<file path="config.mk">
export PLATFORM = sky130hd
export DESIGN_NAME = scale_row_sched
export DESIGN_NICKNAME = d
export VERILOG_FILES = /design/src/rtl/scale_row_sched.sv
export SDC_FILE = /design/constraint.sdc
export NUM_CORES = 1
export LEC_CHECK = 0
export ABC_AREA = 1
export ABC_CLOCK_PERIOD_IN_PS = 2200
export CORE_MARGIN = 4
export CORE_UTILIZATION = 40
export CTS_CLUSTER_DIAMETER = 50
export DETAILED_ROUTE_END_ITERATION = 8
export DONT_BUFFER_PORTS = 1
export GPL_TIMING_DRIVEN = 0
export HOLD_SLACK_MARGIN = 0.1
export PLACE_DENSITY = 0.58
export SETUP_SLACK_MARGIN = 0.1
export SLEW_MARGIN = 0
export SYNTH_ARGS = -nofsm -noshare
export SYNTH_HDL_FRONTEND = slang
export SYNTH_SLANG_ARGS = --single-unit
</file>
<file path="constraint.sdc">
create_clock -name clk -period 2.2 [get_ports clk]
set_input_delay 0.11 -clock clk [delete_from_list [all_inputs] [get_ports clk]]
set_output_delay 0.11 -clock clk [all_outputs]
set_load 0.02 [all_outputs]
</file>
<file path="src/rtl/scale_row_sched.sv">
// Vertical row scheduler: loads source rows until the interpolator's pair is resident, then streams columns.
// Optional stall counter output is enabled with `define SCALE_SCHED_STALL_CNT_EN.
module scale_row_sched #(
  parameter int DST_W = 200,
  parameter int DST_H = 150,
  parameter int SRC_H = 480
) (
  input  logic        clk,
  input  logic        rst,
  input  logic        frame_start,
  input  logic [9:0]  y_scale,
  input  logic        tran_done,
  input  logic        col_ready,
  output logic        wr_req,
  output logic [10:0] dst_row,
  output logic [10:0] src_top,
  output logic [7:0]  y_frac,
  output logic        row_start,
  output logic        col_valid,
  output logic [10:0] col_idx,
  output logic        frame_done,
  output logic        busy
`ifdef SCALE_SCHED_STALL_CNT_EN
  ,
  output logic [15:0] stall_cnt
`endif
);

  typedef enum logic [2:0] {IDLE, CHECK, LOAD, EMIT, NEXT, DONE} state_t;

  state_t      state, state_nxt;
  logic [18:0] acc;
  logic [9:0]  step;
  logic [10:0] src_loaded;
  logic [10:0] row_q;
  logic [10:0] col_q;
  logic        row_start_q;

  logic [11:0] need_raw, need;
  logic        load_more;
  logic        last_col;
  logic [10:0] row_inc;

  // Interpolator needs rows top and top+1; clamp at the last source row.
  assign need_raw  = {1'b0, acc[18:8]} + 12'd1;
  assign need      = (need_raw > 12'(SRC_H - 1)) ? 12'(SRC_H - 1) : need_raw;
  assign load_more = ({1'b0, src_loaded} <= need);
  assign last_col  = (col_q == 11'(DST_W - 1));
  assign row_inc   = row_q + 11'd1;

  always_ff @(posedge clk) begin
    if (rst) state <= IDLE;
    else     state <= state_nxt;
  end

  always_comb begin
    state_nxt = state;
    case (state)
      IDLE:    if (frame_start) state_nxt = CHECK;
      CHECK:   state_nxt = load_more ? LOAD : EMIT;
      LOAD:    if (tran_done) state_nxt = CHECK;
      EMIT:    if (col_ready && last_col) state_nxt = NEXT;
      NEXT:    state_nxt = (row_inc == 11'(DST_H)) ? DONE : CHECK;
      DONE:    state_nxt = IDLE;
      default: state_nxt = IDLE;
    endcase
  end

  always_comb begin
    wr_req     = (state == LOAD);
    col_valid  = (state == EMIT);
    frame_done = (state == DONE);
    busy       = (state != IDLE);
    row_start  = row_start_q;
  end

  always_ff @(posedge clk) begin
    if (rst) begin
      acc         <= '0;
      step        <= '0;
      src_loaded  <= '0;
      row_q       <= '0;
      col_q       <= '0;
      row_start_q <= 1'b0;
    end else begin
      row_start_q <= (state == CHECK) && !load_more;
      case (state)
        IDLE: if (frame_start) begin
          step       <= (y_scale == 10'd0) ? 10'h100 : y_scale;
          acc        <= '0;
          src_loaded <= '0;
          row_q      <= '0;
          col_q      <= '0;
        end
        LOAD: if (tran_done) src_loaded <= src_loaded + 11'd1;
        EMIT: if (col_ready) col_q <= last_col ? 11'd0 : col_q + 11'd1;
        NEXT: begin
          acc   <= acc + 19'(step);
          row_q <= row_inc;
          col_q <= '0;
        end
        default: ;
      endcase
    end
  end

  assign dst_row = row_q;
  assign col_idx = col_q;
  assign src_top = acc[18:8];
  assign y_frac  = acc[7:0];

`ifdef SCALE_SCHED_STALL_CNT_EN
  always_ff @(posedge clk) begin
    if (rst)
      stall_cnt <= '0;
    else if (state == IDLE && frame_start)
      stall_cnt <= '0;
    else if (((state == EMIT && !col_ready) || state == LOAD) && stall_cnt != 16'hFFFF)
      stall_cnt <= stall_cnt + 16'd1;
  end
`endif

endmodule

</file>
==> results of run 1 <==
-- metal layers --
layer / vias to the layer above / wire length, um / GRT usage
met2: 93 / 5380 / 0.303
met5: - / 0 / 0
met4: 0 / 179 / 0.0616
li1: 2189 / - / -
met3: 16 / 714 / 0.0493
met1: 1936 / 5280 / 0.237
-- worst max-delay path, delay by kind of cell, from the launching register on --
family	cells	cell delay [ns]
adders and majority gates	2	0.42
DFF	1	0.44
and+or+nand+nor	9	0.91
buffers and inverters	2	0.17
AOI/OAI and AO/OA	3	0.31
xor gates and xnor gates	1	0.13
-- cells by family (layout without fill, tap and decap cells) --
family,count (synthesis),in the layout,share of synthesized area
adders and majority gates,28,28,0.0851
other,1,2,0.000892
buffers and inverters,86,135,0.0830
xor gates and xnor gates,11,11,0.0229
and+or+nand+nor,324,324,0.341
DFF,66,66,0.314
AOI/OAI and AO/OA,118,118,0.153
-- worst min path at each step --
stage,depth (start not counted),from,end,slack [ns]
2_1_floorplan,2,y_scale[8],step[8]$_SDFFE_PP0P_,0.24
5_1_grt,5,tran_done,state[2]$_SDFFE_PP0P_,0.16
3_3_place_gp,2,y_scale[8],step[8]$_SDFFE_PP0P_,0.26
3_5_place_dp,2,y_scale[3],step[3]$_SDFFE_PP0P_,0.26
6_report,5,tran_done,state[2]$_SDFFE_PP0P_,0.14
4_1_cts,5,y_scale[8],step[8]$_SDFFE_PP0P_,0.12
-- layout make-up --
type | instances | area [sq um] | share of cell area
flip-flops and latches | 66 | 1360 | 0.267
plain buffers | 14 | 106 | 0.0208
clock inverters | 2 | 35.0 | 0.00686
multi-input cells | 483 | 2710 | 0.531
inverters | 72 | 275 | 0.0539
well taps | 136 | 170 | 0.0333
repair buffers | 33 | 282 | 0.0551
clock buffers | 14 | 163 | 0.0319
-- layout by cell type (no fill, tap or decap), types with 6 or more instances in the layout --
master,count
nand2_1,147
inv_1,63
a21oi_1,63
nor2_1,58
dfxtp_1,51
nand3_1,39
o21ai_0,27
ha_1,24
nor3_1,22
buf_4,21
nand4_1,12
dlygate4sd3_1,12
clkbuf_8,11
clkbuf_1,10
xor2_1,9
dfxtp_4,9
a21oi_2,8
inv_2,7
nand2_2,7
nor2_4,7
or2_2,7
nand2_4,6
dfxtp_2,6
-- flip-flops by register name, summed over array words and instances (netlist names) --
name,flops
acc,19
state,3
dst_row,11
col_idx,11
src_loaded,11
row_start,1
step,10
-- repair_timing --
| item | 4_1_cts | 5_1_grt |
|---|---|---|
| hold endpoints to repair | 12 | 0 |
| resized for setup | 17 | 35 |
| setup buffers | 5 | 16 |
| pin swaps | 6 | 20 |
| endpoints found under the setup margin | 5 | 22 |
| hold buffers | 12 | 0 |
-- per-stage QoR --
step,utilization,power [uW],TNS (ns),cells
floorplan,-,2740,-0.0122,635
global placement,0.434,3140,-0.760,771
detailed placement,0.434,3160,-0.810,771
CTS,0.473,4260,-0.659,804
global route,0.497,4700,-1.01,820
finish,0.497,4400,-0.643,820
-- power groups by stage --
stage	clock, uW	combinational, uW	sequential, uW
2_1_floorplan	0	1260	1480
3_3_place_gp	0	1610	1520
3_5_place_dp	0	1640	1520
4_1_cts	1080	1680	1500
5_1_grt	1140	2040	1520
6_report	1060	1840	1500
==> implementation parameters, run 1 <==
Parameter                              Value

GRT
  Global-route total usage across every layer    0.185
  Initial antenna violation count    0
  Wire length of the first global-routing pass    18700 um
  Final global-route overflow total    0
  Largest net degree at the start of global routing    11
  Number of global-route vias before repair    3864

Power
  Ratio of total power to cell area    861 nW/um^2
  Fraction of power consumed by sequential logic    0.342
  Switching power    1860 uW
  Fraction of power spent switching nets    0.424
  Internal power    2530 uW
  Gate power share    0.418
  Largest vdd supply drop    0.406 mV
  Part of the total power dissipated in the clock network    0.240
  Reported leakage power    0.00212 uW

CTS
  Maximum level of the CTS H-tree    3
  Number of buffers created by CTS    9
  Clock root buffer    clkbuf_8
  Count of clock tree sinks    66
  TritonCTS clock tree    yes
  Clock tree buffer depth    2
  Clock transition at the register clock pins on the worst setup and hold paths after CTS    0.07 ns
  Clock network latency to the later pin of the worst-skew pair    0.35 ns

Critical path
  Kind of start point of the critical path    flip-flop
  Data required, critical path    2.41 ns
  Crit path to    row_start$_SDFF_PP0_
  Source of the critical timing path    acc[8]$_SDFFE_PP0P_
  Launching point of the worst reg2reg path    acc[8]$_SDFFE_PP0P_
  Reg2reg end    row_start$_SDFF_PP0_
  Critical Path Sink Type    flip-flop
  Biggest fanout along the worst timing path    7
  Critical-path top delay cell    dfxtp_4
  CP Data Arrival Time    2.74 ns
  Worst Reg2Reg Path Length in Cells    17
  Category of the most critical setup path    flip-flop to flip-flop
  Ordered cell list for the critical path    ha_4 > inv_4 > nor3_4 > nand2_1 > xor2_1 > nand2_1 > nor2_4 > nand2_4 > buf_6 > a21oi_2 > ha_1 > a21oi_1 > o21ai_1 > nand3_1 > nand3_2 > nand3_2 > nor2_2
  Largest stage delay on the critical path    0.44 ns
  Setup slack of the most critical reg-to-reg path    -0.33 ns

Timing
  Number of hold-slack violations in the final timing report    0
  Final max-slew violation count    0
  Worst Hold Margin    0.137 ns
  Final Setup Violations    2
  Maximum operating frequency    395 MHz
  Shortest clock period the worst path allows after layout    2.53 ns
  Worst-Margin Slew    0.743 ns
  Ratio of final minimum period to clock period    1.15
  Unrepaired setup endpoints after global routing    true
  Normalized max-slew margin    0.501
  Worst setup slack after layout    -0.334 ns
  Max Clock Skew    0.00786 ns

Layout
  Number of diodes    0
  Final net count    722
  Fill cell count    1058
  Layout area overhead    21.4%
  Non-Filler Cell Area, Final    5110 sq um
  Share of post-route cells with drive strength above 1    0.174

Floorplanning
  Die outline height    111 um
  Number of placement rows    37
  Effective utilization at floorplan    0.409
  Overall die area    12200 sq um
  Width of the die    111 um
  Core box area    10300 sq um
  I/O Pins    61

Synthesis
  Most used standard cells in the synthesized netlist    156 x nand2_1, 67 x nor2_1, 66 x a21oi_1, 66 x dfxtp_1, 66 x inv_1
  Synthesized instance count    634
  Largest area contributor in the netlist    dfxtp_1
  Flop and latch count out of synthesis    66
  Top cell type's share of synthesized area    0.314
  Ys flop type    dfxtp_1
  Post-synthesis sequential area ratio    0.314
  Share of async-settable or async-resettable flops after synthesis    0
  Warnings, synthesis    0
  Synth area leaders    dfxtp_1 31%, nand2_1 14%, ha_1 8.0%
  Cell with the most instances after synthesis    nand2_1
  Post-synth design cell area    4210 sq um
  Count of flip-flops with a built-in enable after synthesis    0
  Synthesized area per cell    6.63 sq um
  Number of unique standard cell types used by synthesis    39

Route
  Average wire per standard cell    14.1 um
  Total Wirelength    11600 um
  Iteration-0 DRC Markers    199
  Vias per Instance    5.16
  Overall via count from detail_route    4234
  Drt pass-1 iters    5
  Post-detailed-route count of antenna-violating nets    0
  Residual DRC count    0

Place
  Place WS    -0.422 ns
  Placed Instance Area    4460 sq um
  Post-detail-place hpwl    8520 um
  Placer Congestion    0.852
  Number of port buffers    0

Hold path
  Hold Path Class    primary input to flip-flop

Status
  Run status    finished with violations
  Failing checks    negative setup slack

Run
  Maximum capacitance violations    0
No activity file was read; power rests on OpenSTA's default activity.
==> run 2: changes to the inputs <==
--- a/config.mk
+++ b/config.mk
@@ -14,7 +14,8 @@
 export DONT_BUFFER_PORTS = 1
 export GPL_TIMING_DRIVEN = 0
 export HOLD_SLACK_MARGIN = 0.1
-export PLACE_DENSITY = 0.58
+export PLACE_DENSITY = 0.54
+export REMOVE_ABC_BUFFERS = 1
 export SETUP_SLACK_MARGIN = 0.1
 export SLEW_MARGIN = 0
 export SYNTH_ARGS = -nofsm -noshare
==> run 2 against run 1 <==
Net effect:
- non-clock buffer count down 14
- maximum frequency up 1.0%
- the flow still finishes with violations (negative setup slack)
- largest cell class unchanged
- critical path depth unchanged
- die area unchanged
- critical endpoint is now state[0]$_SDFFE_PP0P_
==> implementation parameters, run 2 (synthesized netlist as in run 1, its figures left out) <==
Parameter                              Value

Status
  Run status    finished with violations (unchanged)
  Failing checks    negative setup slack (unchanged)

GRT
  Wire length of the first global-routing pass    18900 um (was 18700 um)
  Initial antenna violation count    0 (unchanged)
  Number of global-route vias before repair    3853 (was 3864)
  Final global-route overflow total    0 (unchanged)
  Global-route total usage across every layer    0.185 (about the same)
  Largest net degree at the start of global routing    34 (was 11)

Place
  Placed cells    757 (was 771)
  Post-detail-place hpwl    7850 um (was 8520 um)
  Placed Instance Area    4300 sq um (was 4460 sq um)
  Number of port buffers    0 (unchanged)
  Placer Congestion    0.854 (was 0.852)

Critical path
  Kind of start point of the critical path    flip-flop (unchanged)
  CP delay by family, top    simple AND/OR/NAND/NOR gates (unchanged)
  Category of the most critical setup path    flip-flop to flip-flop (unchanged)
  Data required, critical path    2.48 ns (was 2.41 ns)
  Most frequent cell on the critical path    nand2_2
  Ordered cell list for the critical path    ha_4 > inv_4 > nor2_4 > nand2_2 > xnor2_2 > nand4_1 > nand2_4 > nor2_4 > ha_4 > nand2_2 > inv_2 > nand2_2 > nor2_2 > nand3_1 > nand3_2 > nand3_2 > a21oi_2 (was ha_4 > inv_4 > nor3_4 > nand2_1 > xor2_1 > nand2_1 > nor2_4 > nand2_4 > buf_6 > a21oi_2 > ha_1 > a21oi_1 > o21ai_1 > nand3_1 > nand3_2 > nand3_2 > nor2_2)
  Critical path buffer and inverter count    2 (unchanged)
  CP Data Arrival Time    2.79 ns (was 2.74 ns)
  Critical Path Sink Type    flip-flop (unchanged)
  Largest stage delay on the critical path    0.45 ns (was 0.44 ns)
  Biggest fanout along the worst timing path    7 (unchanged)
  Critical-path top delay cell    dfxtp_4 (unchanged)

Timing
  Final max-slew violation count    0 (unchanged)
  Worst-Margin Slew    0.738 ns (was 0.743 ns)
  Max Clock Skew    0.00931 ns (was 0.00786 ns)
  Normalized max-slew margin    0.507 (was 0.501)
  Ratio of final minimum period to clock period    1.14 (was 1.15)
  Final Setup Violations    2 (unchanged)
  Unrepaired setup endpoints after global routing    true (unchanged)
  Shortest clock period the worst path allows after layout    2.51 ns (was 2.53 ns)
  Setup TNS after final layout    -0.598 ns (was -0.643 ns)
  Number of hold-slack violations in the final timing report    0 (unchanged)
  Worst setup slack after layout    -0.308 ns (was -0.334 ns)
  Maximum operating frequency    399 MHz (was 395 MHz)

Route
  Overall via count from detail_route    4234 (unchanged)
  Iteration-0 DRC Markers    287 (was 199)
  Vias per Instance    5.25 (was 5.16)
  Drt pass-1 iters    5 (unchanged)
  Residual DRC count    0 (unchanged)
  Average wire per standard cell    14.4 um (was 14.1 um)
  Post-detailed-route count of antenna-violating nets    0 (unchanged)
  Total Wirelength    11700 um (was 11600 um)

Layout
  Fill cell count    1034 (was 1058)
  Non-Filler Cell Area, Final    5070 sq um (was 5110 sq um)
  Area of the multi-input gates    2780 sq um (was 2710 sq um)
  Area taken by flip-flops and latches    1360 sq um (about the same)
  Commonest non-fill, non-tap cells in the layout    144 x nand2_1, 62 x inv_1, 61 x a21oi_1, 57 x nor2_1, 53 x dfxtp_1 (was 147 x nand2_1, 63 x inv_1, 63 x a21oi_1, 58 x nor2_1, 51 x dfxtp_1)
  Layout area overhead    20.7% (was 21.4%)
  Leading cell type in the layout, fill and taps excluded    nand2_1 (unchanged)
  Register name with the most flops    acc (unchanged)
  Share of post-route cells with drive strength above 1    0.185 (was 0.174)
  Core utilization of the finished layout    0.494 (was 0.497)
  Final net count    709 (was 722)
  Final Instance Count excl. Fillers    807 (was 820)
  Number of flip-flops in the largest register    19 (unchanged)
  Number of diodes    0 (unchanged)

Floorplanning
  Core box area    10300 sq um (unchanged)
  Width of the die    111 um (unchanged)
  Die outline height    111 um (unchanged)
  I/O Pins    61 (unchanged)
  Effective utilization at floorplan    0.409 (unchanged)
  Overall die area    12200 sq um (unchanged)
  Number of placement rows    37 (unchanged)

Hold path
  Hold Path Class    primary input to flip-flop (unchanged)

CTS
  Clock network latency to the later pin of the worst-skew pair    0.34 ns (was 0.35 ns)
  Clock tree buffer depth    2 (unchanged)
  Clock transition at the register clock pins on the worst setup and hold paths after CTS    0.08 ns (was 0.07 ns)
  TritonCTS clock tree    yes (unchanged)
  Maximum level of the CTS H-tree    3 (unchanged)
  Count of clock tree sinks    66 (unchanged)
  Number of buffers created by CTS    9 (unchanged)
  Clock root buffer    clkbuf_8 (unchanged)

Power
  Final Total Pwr    4350 uW (was 4400 uW)
  Largest vdd supply drop    0.498 mV (was 0.406 mV)
  Ratio of total power to cell area    857 nW/um^2 (was 861 nW/um^2)
  Reported leakage power    0.00207 uW (was 0.00212 uW)

Run
  Maximum capacitance violations    0 (unchanged)
==> run 2: worst paths after layout <==
kind,start,to,slack [ns],cells after the start
worst max-delay path,acc[8]$_SDFFE_PP0P_,state[0]$_SDFFE_PP0P_,-0.31,17
worst min-delay path,tran_done,state[2]$_SDFFE_PP0P_,0.14,5
worst max register to register,acc[8]$_SDFFE_PP0P_,state[0]$_SDFFE_PP0P_,-0.31,17
worst min register to register,step[3]$_SDFFE_PP0P_,step[3]$_SDFFE_PP0P_,0.47,2
==> run 2: what timing repair did <==
action / in CTS / in global routing
endpoints found under the setup margin: 20 / 35
hold buffers: 14 / 0
buffers inserted: 6 / 13
gates cloned: 1 / 0
pin swaps: 14 / 21
endpoints found under the hold margin: 42 / 0
resized for setup: 41 / 42
==> run 2: routing by layer <==
metal | GRT usage | share of wire
met1 | 0.250 | 0.48
met2 | 0.295 | 0.45
met3 | 0.0362 | 0.058
met4 | 0.0599 | 0.013
met5 | 0 | 0
==> run 2: report_power, final <==
part,internal [uW],leakage [uW],switching (uW)
clock,580,0.000105,492
combinational,550,0.00142,1240
sequential,1330,0.000544,161
total,2460,0.00207,1890
==> run 2: stage by stage <==
step / hold WS (ns) / worst slack, ns
after CTS: 0.134 / -0.338
after floorplan: 0.172 / -0.354
after detailed placement: 0.181 / -0.872
final: 0.145 / -0.308
after global placement: 0.181 / -0.870
after global routing: 0.153 / -0.410
==> run 2: worst reg2reg max path: stages, from the launching register on <==
cell     delay, ns
dfxtp_4       0.45
ha_4          0.18
inv_4         0.05
nor2_4        0.09
nand2_2       0.07
xnor2_2       0.19
nand4_1       0.21
nand2_4       0.22
nor2_4        0.07
ha_4          0.27
nand2_2       0.04
inv_2         0.06
nand2_2       0.05
nor2_2        0.09
nand3_1       0.09
nand3_2       0.08
nand3_2       0.09
a21oi_2       0.15
==> run 2: area by class of cell <==
cell class / instances / area share
flip-flops and latches: 66 / 0.268
inverters: 72 / 0.0542
clock buffers: 11 / 0.0298
well taps: 136 / 0.0335
multi-input cells: 484 / 0.548
repair buffers: 33 / 0.0570
clock inverters: 5 / 0.0104
==> run 3: changes to the inputs <==
--- a/config.mk
+++ b/config.mk
@@ -5,7 +5,6 @@
 export SDC_FILE = /design/constraint.sdc
 export NUM_CORES = 1
 export LEC_CHECK = 0
-export ABC_AREA = 1
 export ABC_CLOCK_PERIOD_IN_PS = 2200
 export CORE_MARGIN = 4
 export CORE_UTILIZATION = 40
==> run 3 against run 2 <==
Net effect:
- the flow still finishes with violations (negative setup slack)
- non-clock buffer count unchanged
- register-to-register slack got worse by 0.26 ns
- setup slack got worse by 0.26 ns
- clock skew decreased by 0.0025 ns
- count of clock-buffer cells in the layout increased by 2
==> implementation parameters, run 3 <==
Parameter                              Value

Route
  Vias per Instance    5.51 (was 5.25)
  Drt pass-1 iters    4 (was 5)
  Residual DRC count    0 (unchanged)
  Average wire per standard cell    15.6 um (was 14.4 um)
  Iteration-0 DRC Markers    143 (was 287)
  Overall via count from detail_route    3546 (was 4234)
  Total Wirelength    10000 um (was 11700 um)
  Post-detailed-route count of antenna-violating nets    0 (unchanged)

Critical path
  Data required, critical path    2.44 ns (was 2.48 ns)
  Ordered cell list for the critical path    nand3_4 > or3_4 > nor3_4 > o21bai_2 > a41oi_2 > and2_4 > ha_4 > o21ai_1 > a21oi_2 > o21a_1 > o21ai_1 > a31oi_1 > o31a_2 (was ha_4 > inv_4 > nor2_4 > nand2_2 > xnor2_2 > nand4_1 > nand2_4 > nor2_4 > ha_4 > nand2_2 > inv_2 > nand2_2 > nor2_2 > nand3_1 > nand3_2 > nand3_2 > a21oi_2)
  Critical-path top delay cell    dfxtp_4 (unchanged)
  Biggest fanout along the worst timing path    8 (was 7)
  Kind of start point of the critical path    flip-flop (unchanged)
  Critical Path Sink Type    flip-flop (unchanged)
  Largest stage delay on the critical path    0.44 ns (was 0.45 ns)
  CP delay by family, top    compound AO/OA/AOI/OAI gates (was simple AND/OR/NAND/NOR gates)
  CP Data Arrival Time    3.01 ns (was 2.79 ns)
  Most frequent cell on the critical path    o21ai_1 (was nand2_2)
  Critical path buffer and inverter count    0 (was 2)
  Category of the most critical setup path    flip-flop to flip-flop (unchanged)

Layout
  Area taken by flip-flops and latches    1390 sq um (was 1360 sq um)
  Register name with the most flops    acc (unchanged)
  Layout area overhead    26.9% (was 20.7%)
  Final net count    554 (was 709)
  Leading cell type in the layout, fill and taps excluded    nor2_1 (was nand2_1)
  Final Instance Count excl. Fillers    644 (was 807)
  Share of post-route cells with drive strength above 1    0.233 (was 0.185)
  Number of flip-flops in the largest register    19 (unchanged)
  Number of diodes    0 (unchanged)
  Fill cell count    882 (was 1034)
  Commonest non-fill, non-tap cells in the layout    60 x nor2_1, 49 x nand2_1, 42 x dfxtp_1, 34 x a21oi_1 (was 144 x nand2_1, 62 x inv_1, 61 x a21oi_1, 57 x nor2_1, 53 x dfxtp_1)
  Core utilization of the finished layout    0.528 (was 0.494)
  Area of the multi-input gates    2840 sq um (was 2780 sq um)

Floorplanning
  Number of placement rows    35 (was 37)
  Effective utilization at floorplan    0.416 (was 0.409)
  Die outline height    106 um (was 111 um)
  Width of the die    106 um (was 111 um)
  I/O Pins    61 (unchanged)
  Overall die area    11300 sq um (was 12200 sq um)
  Core box area    9330 sq um (was 10300 sq um)

Place
  Post-detail-place hpwl    6560 um (was 7850 um)
  Placed cells    596 (was 757)
  Number of port buffers    0 (unchanged)
  Placer Congestion    0.808 (was 0.854)

Synthesis
  Flop and latch count out of synthesis    66 (unchanged)
  Synthesized instance count    485 (was 634)
  Post-synthesis sequential area ratio    0.341 (was 0.314)
  Ys flop type    dfxtp_1 (unchanged)
  Synth area leaders    dfxtp_1 34%, ha_1 8.7%, nor2_1 6.4% (was dfxtp_1 31%, nand2_1 14%, ha_1 8.0%)
  Share of async-settable or async-resettable flops after synthesis    0 (unchanged)
  Number of unique standard cell types used by synthesis    57 (was 39)
  Top cell type's share of synthesized area    0.341 (was 0.314)
  Most used standard cells in the synthesized netlist    66 x dfxtp_1, 66 x nor2_1, 53 x nand2_1, 37 x a21oi_1, 27 x ha_1 (was 156 x nand2_1, 67 x nor2_1, 66 x a21oi_1, 66 x dfxtp_1, 66 x inv_1)
  Synthesized area per cell    8.00 sq um (was 6.63 sq um)
  Largest area contributor in the netlist    dfxtp_1 (unchanged)
  Count of flip-flops with a built-in enable after synthesis    0 (unchanged)
  Warnings, synthesis    0 (unchanged)
  Post-synth design cell area    3880 sq um (was 4210 sq um)

GRT
  Initial antenna violation count    0 (unchanged)
  GR Layer Usage met2    0.297 (was 0.295)
  Global-route total usage across every layer    0.176 (was 0.185)
  Routing usage on met3    0.0692 (was 0.0362)
  GR met1 Demand/Resource    0.212 (was 0.250)
  Busiest layer in global routing    met2 (unchanged)
  Number of global-route vias before repair    3257 (was 3853)
  Largest net degree at the start of global routing    48 (was 34)
  Wire length of the first global-routing pass    16000 um (was 18900 um)
  Final global-route overflow total    0 (unchanged)

Power
  Ratio of total power to cell area    688 nW/um^2 (was 857 nW/um^2)
  Reported leakage power    0.00174 uW (was 0.00207 uW)
  Fraction of power consumed by sequential logic    0.421 (was 0.342)
  Final Total Pwr    3390 uW (was 4350 uW)
  Gate power share    0.261 (was 0.412)
  Part of the total power dissipated in the clock network    0.318 (was 0.246)
  Fraction of power spent switching nets    0.344 (was 0.435)
  Switching power    1170 uW (was 1890 uW)
  Largest vdd supply drop    0.468 mV (was 0.498 mV)
  Internal power    2220 uW (was 2460 uW)

Timing
  Worst setup slack after layout    -0.569 ns (was -0.308 ns)
  Shortest clock period the worst path allows after layout    2.77 ns (was 2.51 ns)
  Normalized max-slew margin    0.624 (was 0.507)
  Max Clock Skew    0.00682 ns (was 0.00931 ns)
  Setup TNS after final layout    -1.02 ns (was -0.598 ns)
  Final Setup Violations    4 (was 2)
  Worst-Margin Slew    0.564 ns (was 0.738 ns)
  Worst Hold Margin    0.128 ns (was 0.145 ns)
  Ratio of final minimum period to clock period    1.26 (was 1.14)
  Unrepaired setup endpoints after global routing    true (unchanged)
  Maximum operating frequency    361 MHz (was 399 MHz)
  Number of hold-slack violations in the final timing report    0 (unchanged)
  Final max-slew violation count    0 (unchanged)

Hold path
  Hold Path Class    primary input to flip-flop (unchanged)

Status
  Failing checks    negative setup slack (unchanged)
  Run status    finished with violations (unchanged)

CTS
  Number of buffers created by CTS    9 (unchanged)
  Maximum level of the CTS H-tree    3 (unchanged)
  Clock transition at the register clock pins on the worst setup and hold paths after CTS    0.07 ns (was 0.08 ns)
  TritonCTS clock tree    yes (unchanged)
  Clock network latency to the later pin of the worst-skew pair    0.35 ns (was 0.34 ns)
  Clock root buffer    clkbuf_8 (unchanged)
  Clock tree buffer depth    2 (unchanged)
  Count of clock tree sinks    66 (unchanged)

Run
  Maximum capacitance violations    0 (unchanged)
-- run 3: power by group through the flow --
stage | Combinational [uW] | Clock [uW] | Sequential, uW
after floorplan | 544 | 0 | 1400
after global placement | 696 | 0 | 1430
after detailed placement | 709 | 0 | 1430
after CTS | 816 | 1110 | 1410
after global routing | 989 | 1160 | 1450
final | 884 | 1080 | 1430
-- run 3: final cells by class --
| type | count | area share |
|---|---|---|
| multi-input combinational | 393 | 0.576 |
| tap | 129 | 0.0328 |
| timing repair buffer | 33 | 0.0613 |
| clock inverter | 2 | 0.00712 |
| clock buffer | 13 | 0.0343 |
| sequential | 66 | 0.282 |
| inverter | 8 | 0.00610 |
-- run 3: routing by layer --
layer | up-vias | share of wire
met3 | 9 | 0.061
li1 | 1792 | -
met5 | - | 0
met2 | 63 | 0.50
met1 | 1682 | 0.44
met4 | 0 | 0.0073
-- run 3: final timing paths --
path | start | end | slack, ns | depth (start not counted)
max | acc[11]$_SDFFE_PP0P_ | state[0]$_SDFFE_PP0P_ | -0.57 | 13
max reg2reg | acc[11]$_SDFFE_PP0P_ | state[0]$_SDFFE_PP0P_ | -0.57 | 13
min reg2reg | step[9]$_SDFFE_PP0P_ | step[9]$_SDFFE_PP0P_ | 0.48 | 2
min | y_scale[9] | step[8]$_SDFFE_PP0P_ | 0.13 | 3
-- run 3: timing repair --
action                                 CTS  global route
buffers inserted                        14             7
setup endpoints to repair               36            24
pin swaps                               22            10
hold buffers                            13             0
endpoints found under the hold margin   56             0
resized for setup                       72            42
-- run 3: worst reg2reg max path, delay by kind of cell, from the launching register on --
kind | cells | cell delay, ns
adder cells (fa/ha/maj) | 1 | 0.19
flip-flops | 1 | 0.44
AO/OA/AOI/OAI | 8 | 1.22
AND/OR/NAND/NOR | 4 | 0.80
-- run 3: through the flow --
stage / setup slack [ns] / area [sq um]
floorplan: -0.840 / 3810
detailed placement: -1.21 / 3970
global route: -0.744 / 4920
CTS: -0.514 / 4690
global placement: -1.18 / 3970
finish: -0.569 / 4920
-- run 3: kinds of logic after synthesis --
group,synth area share
buffers and inverters,0.0271
and+or+nand+nor,0.270
xor gates and xnor gates,0.0723
adders and majority gates,0.0923
muxes,0.00839
DFF,0.341
AOI/OAI and AO/OA,0.188
other,0.000967
